### config.mk
export PLATFORM = sky130hd
export DESIGN_NAME = spi_reg_ctrl
export DESIGN_NICKNAME = d
export VERILOG_FILES = /design/src/rtl/spi_reg_ctrl.sv
export SDC_FILE = /design/constraint.sdc
export NUM_CORES = 1
export LEC_CHECK = 0
export CAP_MARGIN = 20
export CORE_MARGIN = 8
export CORE_UTILIZATION = 55
export DETAILED_ROUTE_END_ITERATION = 8
export DONT_BUFFER_PORTS = 1
export GPL_TIMING_DRIVEN = 0
export MAX_ROUTING_LAYER = met4
export PLACE_DENSITY_LB_ADDON = 0.2
export SYNTH_ARGS = -nofsm -noshare
export SYNTH_HDL_FRONTEND = slang
export SYNTH_SLANG_ARGS = --single-unit
### constraint.sdc
create_clock -name clk -period 1.8 [get_ports clk]
set_clock_uncertainty 0.05 [all_clocks]
set_input_delay 0.36 -clock clk [delete_from_list [all_inputs] [get_ports clk]]
set_output_delay 0.36 -clock clk [all_outputs]
set_load 0.05 [all_outputs]
### src/rtl/spi_reg_ctrl.sv
// spi_reg_ctrl: turns per-byte SPI chip-select frames into 3-frame register transactions.
// Optional feature macro: SPI_CTRL_TIMEOUT_EN (idle timeout counter, IDLE resync, frame_err).
module spi_reg_ctrl #(
  parameter int unsigned IDLE_TIMEOUT = 1024,
  parameter logic [7:0]  ACK_BYTE     = 8'hA5
) (
  input  logic       clk,
  input  logic       rst_n,
  input  logic       cs,
  input  logic [7:0] slave_paraout,
  output logic       slave_write,
  output logic [7:0] slave_parain,
  output logic [6:0] reg_addr,
  output logic [7:0] reg_wdata,
  output logic       reg_we,
  output logic       reg_re,
  input  logic [7:0] reg_rdata,
  output logic       busy,
  output logic       frame_err
);

  typedef enum logic [1:0] {S_IDLE, S_A, S_B, S_C} state_t;

  state_t     r_state;
  state_t     w_state_nxt;
  logic       r_cs_q;
  logic       r_fall_d;
  logic       r_rw;
  logic       r_rd_pend;
  logic [6:0] r_addr;
  logic [7:0] r_wdata;
  logic [7:0] r_parain;

  logic       w_fall;
  logic       w_timeout;
  logic       w_we;
  logic       w_re;
  logic       w_rw_nxt;
  logic       w_rd_pend_nxt;
  logic [6:0] w_addr_nxt;
  logic [7:0] w_wdata_nxt;
  logic [7:0] w_parain_nxt;

  assign w_fall = r_cs_q & ~cs;

`ifdef SPI_CTRL_TIMEOUT_EN
  localparam logic [15:0] TO_LIMIT = 16'(IDLE_TIMEOUT);

  logic [15:0] r_to_cnt;
  logic        r_frame_err;
  logic        w_err;

  always_ff @(posedge clk) begin
    if (!rst_n) begin
      r_to_cnt    <= '0;
      r_frame_err <= 1'b0;
    end else begin
      r_frame_err <= w_err;
      if (!cs) begin
        r_to_cnt <= '0;
      end else if (r_to_cnt != TO_LIMIT) begin
        r_to_cnt <= r_to_cnt + 16'd1;
      end
    end
  end

  // A cs fall in the timeout cycle takes priority over the resync.
  assign w_timeout = (r_to_cnt == TO_LIMIT) && !w_fall;
  assign frame_err = r_frame_err;
`else
  logic w_unused_timeout;

  assign w_unused_timeout = |IDLE_TIMEOUT;
  assign w_timeout        = 1'b0;
  assign frame_err        = 1'b0;
`endif

  always_ff @(posedge clk) begin
    if (!rst_n) begin
      r_state <= S_IDLE;
    end else begin
      r_state <= w_state_nxt;
    end
  end

  always_comb begin
    w_state_nxt   = r_state;
    w_we          = 1'b0;
    w_re          = 1'b0;
    w_rw_nxt      = r_rw;
    w_rd_pend_nxt = 1'b0;
    w_addr_nxt    = r_addr;
    w_wdata_nxt   = r_wdata;
    w_parain_nxt  = r_parain;
`ifdef SPI_CTRL_TIMEOUT_EN
    w_err         = 1'b0;
`endif

    if (r_rd_pend) begin
      w_parain_nxt = reg_rdata;
    end

`ifdef SPI_CTRL_TIMEOUT_EN
    if (w_timeout && (r_state != S_IDLE)) begin
      w_state_nxt = S_IDLE;
      if (r_state != S_C) begin
        w_err        = 1'b1;
        w_parain_nxt = '0;
      end
    end else
`endif
    if (r_fall_d) begin
      unique case (r_state)
        S_IDLE, S_C: begin
          w_state_nxt = S_A;
        end
        S_A: begin
          w_state_nxt = S_B;
          w_addr_nxt  = slave_paraout[6:0];
          w_rw_nxt    = slave_paraout[7];
          if (slave_paraout[7]) begin
            w_parain_nxt = ACK_BYTE;
          end else begin
            w_re          = 1'b1;
            w_rd_pend_nxt = 1'b1;
          end
        end
        S_B: begin
          w_state_nxt  = S_C;
          w_parain_nxt = '0;
          if (r_rw) begin
            w_we        = 1'b1;
            w_wdata_nxt = slave_paraout;
          end
        end
      endcase
    end
  end

  always_ff @(posedge clk) begin
    if (!rst_n) begin
      r_cs_q    <= 1'b0;
      r_fall_d  <= 1'b0;
      r_rw      <= 1'b0;
      r_rd_pend <= 1'b0;
      r_addr    <= '0;
      r_wdata   <= '0;
      r_parain  <= '0;
    end else begin
      r_cs_q    <= cs;
      r_fall_d  <= w_fall;
      r_rw      <= w_rw_nxt;
      r_rd_pend <= w_rd_pend_nxt;
      r_addr    <= w_addr_nxt;
      r_wdata   <= w_wdata_nxt;
      r_parain  <= w_parain_nxt;
    end
  end

  // Strobes fire in the fall_d cycle, so address and data bypass their latches then.
  assign reg_addr     = w_addr_nxt;
  assign reg_wdata    = w_wdata_nxt;
  assign reg_we       = w_we & rst_n;
  assign reg_re       = w_re & rst_n;
  assign slave_write  = 1'b1;
  assign slave_parain = r_parain;
  assign busy         = (r_state == S_A) || (r_state == S_B);

endmodule

### Word-level counts from Yosys, hierarchy flattened

Index checks and enable logic that the tools add are counted.

* logic and storage cells: 35
* register bits after elaboration: 29

* bitwise logic cells: 4
* muxes and demuxes: 16
* eq/ne operators: 3
* reduce and logical (&&, ||, !) cells: 4

Operators by type and width (count)
* $mux W8: 6
* $pmux W8 S2: 1
* $mux W7: 2
* $mux W1: 6
* $pmux W2 S3: 1
* $eq A2 B2 Y1 const B: 2
* $and A1 B1 Y1: 3
* $eq A2 B1 Y1 const B: 1
* $logic_not A2 Y1: 1
* $reduce_and A2 Y1: 1
* $reduce_or A2 Y1: 1
* $logic_or A1 B1 Y1: 1
* $not A1 Y1: 1

### Longest topological paths before layout

Gate-level depths: netlist of the first run.

* word-level depth: 4
* gate-level depth with buffers: 5
* mapped depth without buffers: 4

### Least setup slack after synthesis of the first run

No wires, ideal clock.

* path type: reg2out
* start point: register r_state[1]
* end point: output reg_re
* slack: -574 ps
* arrival: 1964 ps
* cell stages (with the launch flop): 6
* buffers on the path: 1
* path through: dfxtp_1 inv_1 ha_1 clkbuf_1 nand2_1 nor3_1

* word-level cells in the longest chain between the ends: 4

Ends and longest elaborated chain
* from (decl): line 24 `state_t r_state;`
* from (signal assigned): line 82 `r_state <= w_state_nxt;`
* $eq A2 B1 Y1: line 113 `unique case (r_state)`
* $mux W1 (2 in series)
* $and A1 B1 Y1: line 164 `assign reg_re = w_re & rst_n;`
* to (decl): line 16 `output logic reg_re,`

Every way passes these cells.

### Worst setup path after layout of the first run

* start point: register r_state[0]
* end point: output reg_wdata[5]

* word-level cells in the longest chain between the ends: 3

Ends and longest elaborated chain
* $eq A2 B2 Y1: line 113
* $mux W8: line 113
* $mux W8: line 112 `if (r_fall_d) begin`
* to (decl): line 14 `output logic [7:0] reg_wdata,`

Every way passes these cells.

==> impl_metrics.env, run 1 <==
export IMPL_ys_top_cells_by_area="dfxtp_1 42%, mux2i_1 12%, nand2_1 6.8%, a21bo_2 5.8%, a211oi_1 4.9%"
export IMPL_diodes=0
export IMPL_critPathBufInv=2
export IMPL_placed_cells=177
export IMPL_fin_crit_ns=2.02
export IMPL_cap_violations=0
export IMPL_first_iter_violations=62
export IMPL_dr_wl_met3_um=447
export IMPL_start_util_pct=56.8
export IMPL_worst_slack_ns=-0.219
export IMPL_cts_tree="done"
export IMPL_area_growth_pct=35.5
export IMPL_cpMaxStageDelayCell="dfxtp_4"
export IMPL_arrival_ns=1.61
export IMPL_nFillCells=167
export IMPL_wl_per_cell_um=20.9
export IMPL_ant_nets=0
export IMPL_endpoint_kind="output pin"
export IMPL_crit_family="flip-flops"
export IMPL_layout_cells_non_filler=195
export IMPL_die_x_um=66.1
export IMPL_max_stage_delay_ns=0.40
export IMPL_synth_cell_type_count=26
export IMPL_yosysTopAreaCellShare_pct=42.0
export IMPL_p_leak_uw=0.000716
export IMPL_slew_headroom_pct=59.4
export IMPL_wirelength_um=4070
export IMPL_power_total_uw=1210
export IMPL_holdCritPathClass="in -> reg"
export IMPL_clkSinkCount=29
export IMPL_synth_seq_cells=29
export IMPL_dr_pass1_iters=4
export IMPL_holdWs_ns=0.0450
export IMPL_switching_share_pct=25.4
export IMPL_grt_pass1_wl_um=5730
export IMPL_status="finished with violations"
export IMPL_die_h_um=66.1
export IMPL_grt_overflow_total=0
export IMPL_core_area_um2=2430
export IMPL_met1_length_um=1440
export IMPL_power_share_clock_pct=38.3
export IMPL_place_gp_congestion=0.755
export IMPL_worstMarginPinSlew_ns=0.608
export IMPL_cts_hold_buf=0
export IMPL_drive_above_1_share_pct=40.6
export IMPL_vias_per_cell=6.05
export IMPL_syn_area_per_cell_um2=9.41
export IMPL_ios=47
export IMPL_intPower_uw=904
export IMPL_yosys_warnings=0
export IMPL_peakVddDrop_mv=0.514
export IMPL_worst_path_max_fanout=4
export IMPL_synth_edff_count=0
export IMPL_hold_violations=0
export IMPL_synthCells=147
export IMPL_worst_setup_path_type="reg -> out"
export IMPL_place_port_buffers=0
export IMPL_first_global_vias=1139
export IMPL_cts_root_buffer="clkbuf_4"
export IMPL_drcViolationCount=0
export IMPL_grt_antenna_before_repair=0
export IMPL_syn_nets=169
export IMPL_max_clock_freq_mhz=495
export IMPL_dr_wl_met2_um=2120
export IMPL_place_ws_ns=-0.176
export IMPL_post_route_util_pct=77.0
export IMPL_yosysTopAreaCell="dfxtp_1"
export IMPL_grtUsageTotal_pct=17.3
export IMPL_dieArea_um2=4370
export IMPL_setup_viol=16
export IMPL_grt_max_degree=11
export IMPL_p_switching_uw=308
export IMPL_hpwl_um=2310
export IMPL_clockBufferDepth=2
export IMPL_start_kind="flop"
export IMPL_routed_top_layer="met4"
export IMPL_cp_required_ns=1.39
export IMPL_rows=18
export IMPL_clkTransAtPathRegs_ns=0.10
export IMPL_violations="negative setup slack"
export IMPL_cts_made_buffers=5
export IMPL_htreeDepth=2
export IMPL_syn_area_um2=1380
export IMPL_clock_latency_ns=0.33
export IMPL_worstPathCellList="inv_4 > ha_4 > and3_4 > buf_12 > mux2_4"
export IMPL_fin_crit_sh_pct=112
export IMPL_seq_power_share_pct=53.6
export IMPL_synth_ff_type="dfxtp_1"
export IMPL_via_count=1180
export IMPL_layout_nets=186
export IMPL_drv_slew=0
export IMPL_p_comb_share_pct=8.1
export IMPL_grt_setup_unrepaired="true"
export IMPL_seq_area_frac_synth_pct=42.0
export IMPL_powerDensity_nw_per_um2=647
export IMPL_async_reset_ff_share_pct=0
timing repair:
action,in CTS,in global routing
pin swaps,10,13
cloned,0,0
endpoints found under the setup margin,18,18
gates resized for setup,49,17
buffers inserted,7,4
kinds of logic (layout without fill, tap and decap cells):
logic type	Yosys count	in the layout	synth area share, %
AO/OA/AOI/OAI	27	27	14.3
other	2	2	0.543
multiplexers	24	24	18.6
flip-flops	29	29	42.0
buffers and inverters	17	35	6.97
AND/OR/NAND/NOR	45	45	14.8
adder cells (fa/ha/maj)	3	3	2.72
metrics by stage:
step / cell area [um^2] / setup TNS [ns]
detailed placement: 1430 / -0.566
CTS: 1760 / -2.12
global placement: 1430 / -0.395
floorplan: 1400 / 0
global route: 1870 / -2.93
finish: 1870 / -1.93
path summary, 6_finish.rpt:
path / from / end / slack (ns) / depth (start not counted)
max reg2reg: r_state[1] / r_rw / 0.16 / 8
min: slave_paraout[7] / r_rd_pend / 0.04 / 1
min reg2reg: r_cs_q / r_fall_d / 0.39 / 2
max: r_state[0] / reg_wdata[5] / -0.22 / 5
metal layers:
metal,track usage [%],vias up
met2,27.3,52
met4,5.60,0
met5,-,-
met1,18.3,579
met3,8.98,9
li1,-,540
area by class of cell:
class,instances,area (um^2),area share (%)
Tap cell,30,37.5,2.00
Multi-Input combinational cell,101,951,50.8
Buffer,12,105,5.61
Sequential cell,29,588,31.4
Timing Repair Buffer,11,101,5.41
Clock buffer,7,65.1,3.47
Inverter,4,20.0,1.07
Clock inverter,1,5.00,0.267
state kept, by name (all words and copies together), names as in the netlist:
signal        cells
r_wdata           8
slave_parain      8
r_addr            7
r_state           2
r_cs_q            1
r_fall_d          1
r_rd_pend         1
r_rw              1
worst reg2reg max path, cell delays in order, from the launching register on:
cell     delay, ns
dfxtp_4       0.39
inv_4         0.05
ha_4          0.16
buf_8         0.13
buf_6         0.11
buf_6         0.12
buf_4         0.15
a21bo_2       0.23
a21oi_1       0.19
cells in the mapped netlist, types with 3 or more instances:
| cell | n |
|---|---|
| buf_2 | 4 |
| a21bo_2 | 8 |
| nand3_1 | 9 |
| a21oi_1 | 9 |
| mux2i_1 | 16 |
| clkbuf_1 | 3 |
| buf_4 | 3 |
| inv_1 | 4 |
| nand2_1 | 25 |
| ha_1 | 3 |
| mux2_2 | 6 |
| nor2_1 | 3 |
| a211oi_1 | 9 |
| dfxtp_1 | 29 |
power groups by stage:
stage               combinational (uW)  clock [uW]  sequential [uW]
floorplan                         58.6           0              664
global placement                  67.9           0              665
detailed placement                69.9           0              665
CTS                               87.4         466              650
global route                       105         505              651
finish                            98.8         464              650
cell usage in the layout (no fill, tap or decap), types with 5 or more instances in the layout:
| cell type | count |
|---|---|
| dfxtp_1 | 27 |
| mux2_4 | 7 |
| buf_6 | 7 |
| a21oi_1 | 9 |
| mux2i_1 | 16 |
| clkbuf_4 | 6 |
| nand2_1 | 17 |
| buf_4 | 9 |
| nand3_4 | 5 |
| a211oi_1 | 9 |
Power figures use the tool's default switching activity.
==> run 2, diff against run 1 <==
- SETUP_SLACK_MARGIN: unset -> 0.02
==> run 2 against run 1 <==
- the run still ends with negative setup slack left
- final cell count did not move
- sequential share of layout area fell by 0.063 points
- via count fell by 1.6%
- largest power group unchanged
- flip-flop and latch count did not move
- die area did not move
- cell area rose by 0.20%
==> impl_metrics.env, run 2 (synthesis results as in run 1) <==
export IMPL_status="finished with violations"
export IMPL_violations="negative setup slack"
export IMPL_clkSinkCount=29
export IMPL_grtUsageMet2_pct=27.3
export IMPL_cp_required_ns=1.39
export IMPL_grt_pass1_wl_um=5730
export IMPL_clockBufferDepth=2
export IMPL_htreeDepth=2
export IMPL_dr_pass1_iters=4
export IMPL_fin_crit_sh_pct=112
export IMPL_place_ws_ns=-0.176
export IMPL_worst_setup_path_type="reg -> out"
export IMPL_met3_usage_pct=8.98
export IMPL_worst_slack_ns=-0.213
export IMPL_holdCritPathClass="in -> reg"
export IMPL_grtUsageTotal_pct=17.3
export IMPL_grt_antenna_before_repair=0
export IMPL_grt_setup_unrepaired="true"
export IMPL_power_share_clock_pct=38.1
export IMPL_start_util_pct=56.8
export IMPL_cts_tree="done"
export IMPL_place_gp_congestion=0.755
export IMPL_vias_per_cell=5.95
export IMPL_switching_share_pct=25.4
export IMPL_cts_hold_buf=0
export IMPL_cap_violations=0
export IMPL_hpwl_um=2310
export IMPL_diodes=0
export IMPL_worstMarginPinSlew_ns=0.599
export IMPL_setup_tns_ns=-1.90
export IMPL_place_area_um2=1430
export IMPL_dieArea_um2=4370
export IMPL_cpMaxStageDelayCell="dfxtp_4"
export IMPL_die_x_um=66.1
export IMPL_post_route_util_pct=77.2
export IMPL_slew_headroom_pct=60.1
export IMPL_endpoint_kind="output pin"
export IMPL_cts_made_buffers=5
export IMPL_area_growth_pct=35.7
export IMPL_fin_crit_ns=2.01
export IMPL_final_common_cell="dfxtp_1"
export IMPL_busiest_layer="met2"
export IMPL_wirelength_um=4070
export IMPL_grt_max_degree=11
export IMPL_arrival_ns=1.60
export IMPL_final_cell_area_um2=1880
export IMPL_hold_violations=0
export IMPL_via_count=1161
export IMPL_die_h_um=66.1
export IMPL_first_global_vias=1140
export IMPL_seq_power_share_pct=53.6
export IMPL_worst_path_max_fanout=4
export IMPL_worstPathCellList="inv_4 > ha_4 > and3_4 > buf_12 > mux2_4"
export IMPL_place_port_buffers=0
export IMPL_layout_nets=186
export IMPL_clock_latency_ns=0.33
export IMPL_p_comb_share_pct=8.3
export IMPL_wl_per_cell_um=20.9
export IMPL_setup_viol=16
export IMPL_nFillCells=167
export IMPL_drcViolationCount=0
export IMPL_drive_above_1_share_pct=41.2
export IMPL_rows=18
export IMPL_p_switching_uw=308
export IMPL_first_iter_violations=70
export IMPL_p_leak_uw=0.000707
export IMPL_core_area_um2=2430
export IMPL_drv_slew=0
export IMPL_peakVddDrop_mv=0.519
export IMPL_max_stage_delay_ns=0.40
export IMPL_grt_overflow_total=0
export IMPL_final_cell_mix="27 x dfxtp_1, 17 x nand2_1, 16 x mux2i_1"
export IMPL_cts_root_buffer="clkbuf_4"
export IMPL_powerDensity_nw_per_um2=646
export IMPL_intPower_uw=905
export IMPL_ios=47
export IMPL_ant_nets=0
export IMPL_start_kind="flop"
export IMPL_clkTransAtPathRegs_ns=0.10
export IMPL_use_met1_pct=18.3
export IMPL_max_clock_freq_mhz=497
## run 2: cell count changes in the layout (fill, tap and decap cells not counted)
cell	delta
inv_1	-1
clkinvlp_4	+1
## run 2: per-layer routing
| metal | part of all wire, % | routed length [um] |
|---|---|---|
| met1 | 37 | 1490 |
| met2 | 51 | 2080 |
| met3 | 10 | 425 |
| met4 | 1.9 | 78 |
| met5 | 0 | 0 |
## run 2: cell type report
class | count | area (um^2) | share of cell area [%]
Multi-Input combinational cell | 101 | 951 | 50.7
Sequential cell | 29 | 588 | 31.3
Buffer | 12 | 105 | 5.60
Timing Repair Buffer | 11 | 101 | 5.40
Clock buffer | 7 | 65.1 | 3.47
Tap cell | 30 | 37.5 | 2.00
Inverter | 4 | 23.8 | 1.27
Clock inverter | 1 | 5.00 | 0.267
## run 2: worst paths after layout
kind | from | endpoint | slack [ns] | cells after the start
max | r_state[0] | reg_wdata[5] | -0.21 | 5
min | slave_paraout[7] | r_rd_pend | 0.05 | 1
max reg2reg | r_state[1] | r_rw | 0.17 | 8
min reg2reg | r_cs_q | r_fall_d | 0.39 | 2
## run 2: critical path: cells and delay by family (launching register included)
| kind | cells | cell delay (ns) |
|---|---|---|
| adders and majority gates | 1 | 0.16 |
| buffers and inverters | 2 | 0.17 |
| DFF | 1 | 0.40 |
| muxes | 1 | 0.38 |
| and+or+nand+nor | 1 | 0.16 |
## run 2: metrics by stage
| step | power [uW] | cells | hold slack (ns) |
|---|---|---|---|
| 5_1_grt | 1260 | 195 | 0.0209 |
| 6_report | 1210 | 195 | 0.0457 |
| 3_3_place_gp | 733 | 177 | 0.362 |
| 3_5_place_dp | 735 | 177 | 0.372 |
| 2_1_floorplan | 723 | 147 | 0.353 |
| 4_1_cts | 1200 | 191 | 0.0337 |
## run 2: power groups by stage
stage,Sequential (uW),Combinational [uW],Clock (uW)
global placement,665,67.9,0
CTS,650,87.4,466
global route,651,107,505
detailed placement,665,69.9,0
floorplan,664,58.6,0
finish,650,101,463
## run 2: repair_timing
item / in CTS / in global routing
pin swaps: 10 / 13
gates resized for setup: 49 / 18
gates cloned: 0 / 0
endpoints found under the setup margin: 18 / 18
buffers inserted: 7 / 4
